==> src/rtl/ahb_lite_slave_sram.sv <==
// AHB-Lite SRAM slave with optional wait states and two-cycle ERROR
// response for misaligned, oversized or out-of-range accesses.
module ahb_lite_slave_sram #(
    parameter int DEPTH_LOG2  = 6,
    parameter int WAIT_STATES = 0
) (
    input  logic        HCLK,
    input  logic        HRESETn,
    input  logic        HSEL,
    input  logic [31:0] HADDR,
    input  logic        HWRITE,
    input  logic [2:0]  HSIZE,
    input  logic [1:0]  HTRANS,
    input  logic [31:0] HWDATA,
    input  logic        HREADY,
    output logic [31:0] HRDATA,
    output logic        HREADYOUT,
    output logic        HRESP
);

    typedef enum logic [2:0] {IDLE, WAIT, DATA, ERR1, ERR2} state_t;

    state_t state, state_nxt, start_state;
    logic [3:0] cnt, cnt_nxt;
    logic [DEPTH_LOG2-1:0] waddr;
    logic [1:0] boff;
    logic [1:0] size;
    logic wr;
    logic accept;
    logic bad;
    logic [3:0] lanes;
    logic unused_ok;

    logic [31:0] mem [2**DEPTH_LOG2];

    assign unused_ok = HTRANS[0];

    // A new address phase is only taken where the previous one is finishing.
    assign accept = HSEL & HREADY & HTRANS[1] &
                    (state inside {IDLE, DATA, ERR2});

    assign bad = (HSIZE > 3'd2) |
                 ((HSIZE == 3'd1) & HADDR[0]) |
                 ((HSIZE == 3'd2) & (|HADDR[1:0])) |
                 (|HADDR[31:DEPTH_LOG2+2]);

    always_comb begin
        start_state = DATA;
        if (bad)
            start_state = ERR1;
        else if (WAIT_STATES > 0)
            start_state = WAIT;
    end

    always_comb begin
        state_nxt = state;
        cnt_nxt   = cnt;
        unique case (state)
            IDLE, DATA, ERR2: begin
                if (accept) begin
                    state_nxt = start_state;
                    cnt_nxt   = 4'(WAIT_STATES);
                end else begin
                    state_nxt = IDLE;
                end
            end
            WAIT: begin
                cnt_nxt = cnt - 4'd1;
                if (cnt <= 4'd1)
                    state_nxt = DATA;
            end
            ERR1:    state_nxt = ERR2;
            default: state_nxt = IDLE;
        endcase
    end

    always_ff @(posedge HCLK or negedge HRESETn) begin
        if (!HRESETn) begin
            state <= IDLE;
            cnt   <= '0;
            waddr <= '0;
            boff  <= '0;
            size  <= '0;
            wr    <= 1'b0;
        end else begin
            state <= state_nxt;
            cnt   <= cnt_nxt;
            if (accept) begin
                waddr <= HADDR[DEPTH_LOG2+1:2];
                boff  <= HADDR[1:0];
                size  <= HSIZE[1:0];
                wr    <= HWRITE;
            end
        end
    end

    always_comb begin
        lanes = 4'hF;
        unique case (size)
            2'd0:    lanes = 4'b0001 << boff;
            2'd1:    lanes = boff[1] ? 4'b1100 : 4'b0011;
            default: lanes = 4'hF;
        endcase
    end

    // Storage has no reset; contents are undefined until written.
    always_ff @(posedge HCLK) begin
        if (HRESETn && (state == DATA) && wr) begin
            for (int i = 0; i < 4; i++)
                if (lanes[i])
                    mem[waddr][8*i +: 8] <= HWDATA[8*i +: 8];
        end
    end

    assign HRDATA    = ((state == DATA) && !wr) ? mem[waddr] : 32'h0;
    assign HREADYOUT = !((state == WAIT) || (state == ERR1));
    assign HRESP     = (state == ERR1) || (state == ERR2);

endmodule
==> config.mk <==
export PLATFORM = sky130hd
export DESIGN_NAME = ahb_lite_slave_sram
export DESIGN_NICKNAME = d
export VERILOG_FILES = /design/src/rtl/ahb_lite_slave_sram.sv
export SDC_FILE = /design/constraint.sdc
export NUM_CORES = 2
export LEC_CHECK = 0
export BUFFER_PORTS_ARGS = -buffer_cell sky130_fd_sc_hd__buf_2
export CAP_MARGIN = 25
export CORE_MARGIN = 4
export CORE_UTILIZATION = 45
export CTS_CLUSTER_SIZE = 20
export DETAILED_ROUTE_END_ITERATION = 16
export SYNTH_ARGS = -nofsm -noshare
export SYNTH_HDL_FRONTEND = slang
export SYNTH_SLANG_ARGS = --single-unit
==> constraint.sdc <==
create_clock -name HCLK -period 2.3 [get_ports HCLK]
set_input_delay 0 -clock HCLK [delete_from_list [all_inputs] [get_ports HCLK]]
set_output_delay 0 -clock HCLK [all_outputs]
set_load 0.01 [all_outputs]
Word level (Yosys, flattened, before mapping)
Memories as Yosys holds them, arrays and structs flattened.
Cells that the tools add are included.
- add/subtract/negate cells: 1
- multiply operators: 0
- divide/modulo/power cells: 0
- magnitude comparators: 2
- equal/unequal tests: 9
- shifts and indexed selects: 1
- mux-type cells: 21
- bitwise operators: 8
- reductions and logical operators: 15
- operators with widths (kind ; number):
    32-bit two-way mux ; 1
    24-bit OR reduction ; 1
    4-bit one-hot mux with 2 select lines ; 2
    1-bit two-way mux ; 13
    3-bit by 2-bit equality test with 1-bit output (second input constant) ; 3
    3-bit one-hot mux with 3 select lines ; 1
    4-bit two-way mux ; 2
    3-bit by 1-bit equality test with 1-bit output (second input constant) ; 2
    1-bit bitwise AND ; 5
    4-bit by 1-bit <= comparator with 1-bit output (second input constant) ; 1
    2-bit != test (second input constant) ; 2
    1-bit by 2-bit << shifter with 4-bit output (first input constant) ; 1
    4-bit by 1-bit subtractor with 4-bit output (second input constant) ; 1
    3-bit equality test (second input constant) ; 1
    3-bit by 2-bit > comparator with 1-bit output (second input constant) ; 1
    1-bit logical AND ; 3
    3-bit zero test ; 1
    3-bit two-way mux ; 1
    1-bit OR ; 3
    3-bit nonzero test ; 1
    3-bit OR reduction ; 1
    2-bit by 1-bit equality test with 1-bit output (second input constant) ; 1
    1-bit zero test ; 2
    2-bit zero test ; 1
    5 further kinds ; 6
- bits in registers: 18
- bits in latches: 0
- memory bits (writable): 2048
- ROM bits: 0
- input port bits: 74
- memories: 1
- memory list (memory ; words ; width ; read ports ; clocked after memory_dff ; wr ports ; line ; RTL):
    mem ; 64 ; 32 ; 1 ; 0 ; 1 ; 34 ; logic [31:0] mem [2**DEPTH_LOG2];

Longest topological paths before layout
- word-level depth: 8
- gate-level depth with buffers: 11
- gate-level depth less buffers: 6

Least setup slack after synthesis
Ideal clock, no wire load.
- kind: register -> register
- start point: register state[1]
- end point: memory mem[10][16] (enable)
- data arrival time: 2.001 ns
- setup slack: -0.071 ns
- cell stages (with the launch flop): 6
- buffers on the path: 1
- period minus slack after synthesis: 2.371 ns
- path through: dfrtp_1 > inv_1 > nor4_1 > o21ai_2 > clkbuf_1 > nor2_1
- word-level cells in the longest chain between the ends: 5
- RTL lines (element ; line ; RTL):
    start: declaration ; 23 ; state_t state, state_nxt, start_state;
    start signal: assignment ; 86 ; state <= state_nxt;
    3-bit by 2-bit equality test with 1-bit output ; 108 ; if (HRESETn && (state == DATA) && wr) begin
    1-bit logical AND (2 in a row) ; 108 ;
    1-bit two-way mux ; 108 ;
    1-bit two-way mux (not written as such) ; 111 ; mem[waddr][8*i +: 8] <= HWDATA[8*i +: 8];
    end: declaration ; 34 ;
No other way between the ends.

Final worst setup path
- start point: register waddr[2]
- end point: output HRDATA[0]
- word-level cells in the longest chain between the ends: 2
- RTL lines (element ; line ; RTL):
    start: declaration ; 25 ; logic [DEPTH_LOG2-1:0] waddr;
    start signal: assignment ; 89 ; waddr <= HADDR[DEPTH_LOG2+1:2];
    memory read 64 x 32 bit ; - ;
    32-bit two-way mux ; 115 ; assign HRDATA = ((state == DATA) && !wr) ? mem[waddr] : 32'h0;
    end: declaration ; 16 ; output logic [31:0] HRDATA,
No other way between the ends.

==> reports/qor.tcl <==
set qor(avgRoutedWirePerCell_um) 32.5
set qor(grt_setup_unrepaired) {yes}
set qor(worstPathCellList) {buf_12 > nor2b_4 > buf_6 > buf_12 > buf_12 > buf_12 > a221oi_4 > nor2_4 > a2111oi_4 > a31oi_1 > buf_4 > buf_6}
set qor(areaGrowthSynthToFinish_pct) 30.0
set qor(synth-main-ff-cell) {edfxtp_1}
set qor(final_worst_path_cycle_share) 1.58
set qor(n_fill_cell) 13184
set qor(tightestPinTransition_ns) 1.06
set qor(synth.net_count) 4916
set qor(yosys_warnings) 0
set qor(seq_area_frac_synth) 0.771
set qor(clock_path_buffers) 3
set qor(drcViolationCount) 0
set qor(routed_via_density) 6.31
set qor(worst_clock_skew_ns) 0.0299
set qor(p_per_area_nw_per_um2) 1150
set qor(cts.sink_count) 2066
set qor(grt_pass1_vias) 51603
set qor(worst_hold_path.num_cells) 3
set qor(worst_path_cell_with_the_longest_stage_delay) {a2111oi_4}
set qor(drt_iter0_drc) 7040
set qor(slew_headroom) 0.296
set qor(cts_inserted_buffers) 202
set qor(fin_total_pwr_mw) 120
set qor(timing.final.crit_period_ns) 3.64
set qor(die_height_um) 430
set qor(maxCapViolations) 0
set qor(setup_ws_ns) -1.34
set qor(dr_total_vias) 53513
set qor(final_hold_vios) 0
set qor(cts_tree) {done}
set qor(core_area_um2) 177000
set qor(worst_ep_required_time_ns) 2.30
set qor(register_area_um2) 62000
set qor(max_clock_freq_mhz) 275
set qor(grt_pass1_wl_mm) 382
set qor(timing.hold.worst.class) {in2reg}
set qor(worst-endpoint-arrival_ns) 3.64
set qor(antenna_found_initial) 25
set qor(finalMaxSlewViolations) 0
set qor(crit_path_max_fanout) 8
set qor(multi_input_area_um2) 19600
set qor(hold-worst-slack_ns) 0.0404
set qor(die_area_um2) 185000
set qor(drt_pre_antenna_iters) 6
set qor(async_reset_ff_frac) 0.00871
set qor(clock_tree.root_cell) {clkbuf_16}
set qor(place.gp.congestion) 0.940
set qor(die_w_um) 430
set qor(avgSynthCellArea_um2) 16.6
set qor(grt_overflow) 0
set qor(largest_net_degree_at_the_start_of_global_routing) 65
set qor(yosysUniqueCellTypes) 68
set qor(detail_route.wirelength_mm) 276
set qor(postSynthCellCount) 4840
set qor(num-nets-final) 6049
set qor(post_synth_instance_area_um2) 80300
set qor(placedCellCount) 7920
set qor(cpMostUsedCell) {buf_12}
set qor(edff_count_synth) 2048
set qor(postRouteAntennaNets) 0
set qor(start_util) 0.454
set qor(ir_drop_worst_vdd_mv) 0.873
set qor(largest_stage_delay_on_the_critical_path_ns) 0.52
set qor(clock_latency_ns) 0.86
set qor(placementRows) 154
set qor(number_of_input_and_output_port_buffers_inserted) 106
set qor(ys_seq_elements) 2066
set qor(worstRegToRegCells) 13
set qor(synthMostInstantiatedCell) {edfxtp_1}
set qor(worstSetupStartpointType) {flip-flop}
set qor(synth_top_cells_by_count) {edfxtp_1 (2048), a221oi_1 (406), nor2_1 (401), a22oi_1 (284), mux2i_1 (212)}
set qor(dp_hpwl_mm) 181
set qor(global_route.usage.total) 0.288
set qor(ctsHtreeMaxLevel) 4
set qor(netlist_top_cells_area) {edfxtp_1 (77%), a221oi_1 (4.4%), a22oi_1 (2.7%), mux2i_1 (2.6%), mux2_2 (1.9%)}
set qor(violated_checks) {setup timing}
set qor(fin_setup_tns_ns) -399.54
set qor(timing.setup.critical_path_class) {reg2out}
set qor(cp-end-kind) {output pin}
set qor(final_std_cells_w_o_fill) 8487
set qor(synthDominantCellAreaShare) 0.766
set qor(layout-drive-gt1-share) 0.349
set qor(leakage_power_total_nw) 34.8
set qor(floorplan.io_pins) 108
set qor(outcome) {finished, violations left}
set qor(netlist.top_cell.by_area) {edfxtp_1}
set qor(setup_viol) 1842
set qor(path_clk_slew_ns) 0.06
-- layout make-up --
class,instances,area share
Sequential cell,2066,0.594
Clock inverter,128,0.0112
Clock buffer,243,0.0503
Timing Repair Buffer,1315,0.129
Tap cell,2340,0.0280
Inverter,8,0.000348
Multi-Input combinational cell,2380,0.188
Antenna cell,7,0.000168
-- per-stage QoR --
stage / setup slack, ns / instance area (µm²) / utilization
2_1_floorplan: -0.0482 / 80300 / -
3_3_place_gp: -1.42 / 91200 / 0.516
3_5_place_dp: -0.927 / 91200 / 0.516
4_1_cts: -1.30 / 101000 / 0.573
5_1_grt: -1.35 / 104000 / 0.590
6_report: -1.34 / 104000 / 0.590
-- routing by layer --
layer / part of all wire / global-route usage / wire [µm] / vias to the layer above
li1: - / - / - / 22177
met1: 0.38 / 0.392 / 104000 / 27271
met2: 0.46 / 0.438 / 126000 / 3373
met3: 0.11 / 0.0611 / 29800 / 680
met4: 0.060 / 0.153 / 16600 / 12
met5: 0.00023 / 0 / 63 / -
-- path summary, 6_finish.rpt --
path                                from     endpoint  slack (ns)
max in group asynchronous        HRESETn     waddr[2]        1.70
worst min register to register   size[0]      size[0]        0.54
worst max-delay path            waddr[2]    HRDATA[0]       -1.34
worst max register to register  waddr[0]  mem[40][11]       -0.40
min in group asynchronous        HRESETn     waddr[1]        0.29
worst min-delay path            HADDR[3]     waddr[1]        0.04
-- registers in the layout (all words and copies together), names as in the netlist --
name	cells
boff	2
cnt	4
mem	2048
size	2
state	3
waddr	6
wr	1
-- placed cells by master (no fill, tap or decap), types with 138 or more instances in the layout --
cell | Yosys | final
a221oi_1 | 406 | 299
a22oi_1 | 284 | 252
buf_12 | 0 | 163
nor2_1 | 401 | 329
edfxtp_1 | 2048 | 2048
clkbuf_16 | 0 | 215
mux2i_1 | 212 | 209
buf_4 | 34 | 790
buf_6 | 12 | 138
nand2_1 | 176 | 140
-- critical path, delay by kind of cell, from the launching register on --
family          cells  cell delay, ns
buf+inv             7            1.03
flops               1            0.50
compound gates      3            1.00
simple gates        2            0.23
-- timing repair --
item,in CTS,in global routing
buffers inserted,69,57
cloned,19,11
hold buffers,57,0
pin swaps,138,160
endpoints found under the hold margin,2027,0
setup endpoints to repair,1917,1909
gates resized for setup,438,536
-- power breakdown --
part	switching (mW)	total, mW	internal [mW]
logic	26.2	45.7	19.5
registers	0.283	41.9	41.6
clock network	14.2	32.5	18.3
-- kinds of logic after synthesis --
group | Yosys count | share of synthesized area
muxes | 349 | 0.0460
AOI/OAI and AO/OA | 1249 | 0.116
adders and majority gates | 2 | 0.000312
xor gates and xnor gates | 1 | 0.000109
buffers and inverters | 394 | 0.0234
and+or+nand+nor | 779 | 0.0424
DFF | 2066 | 0.771
Note: power is estimated with default switching activity, not from simulation.
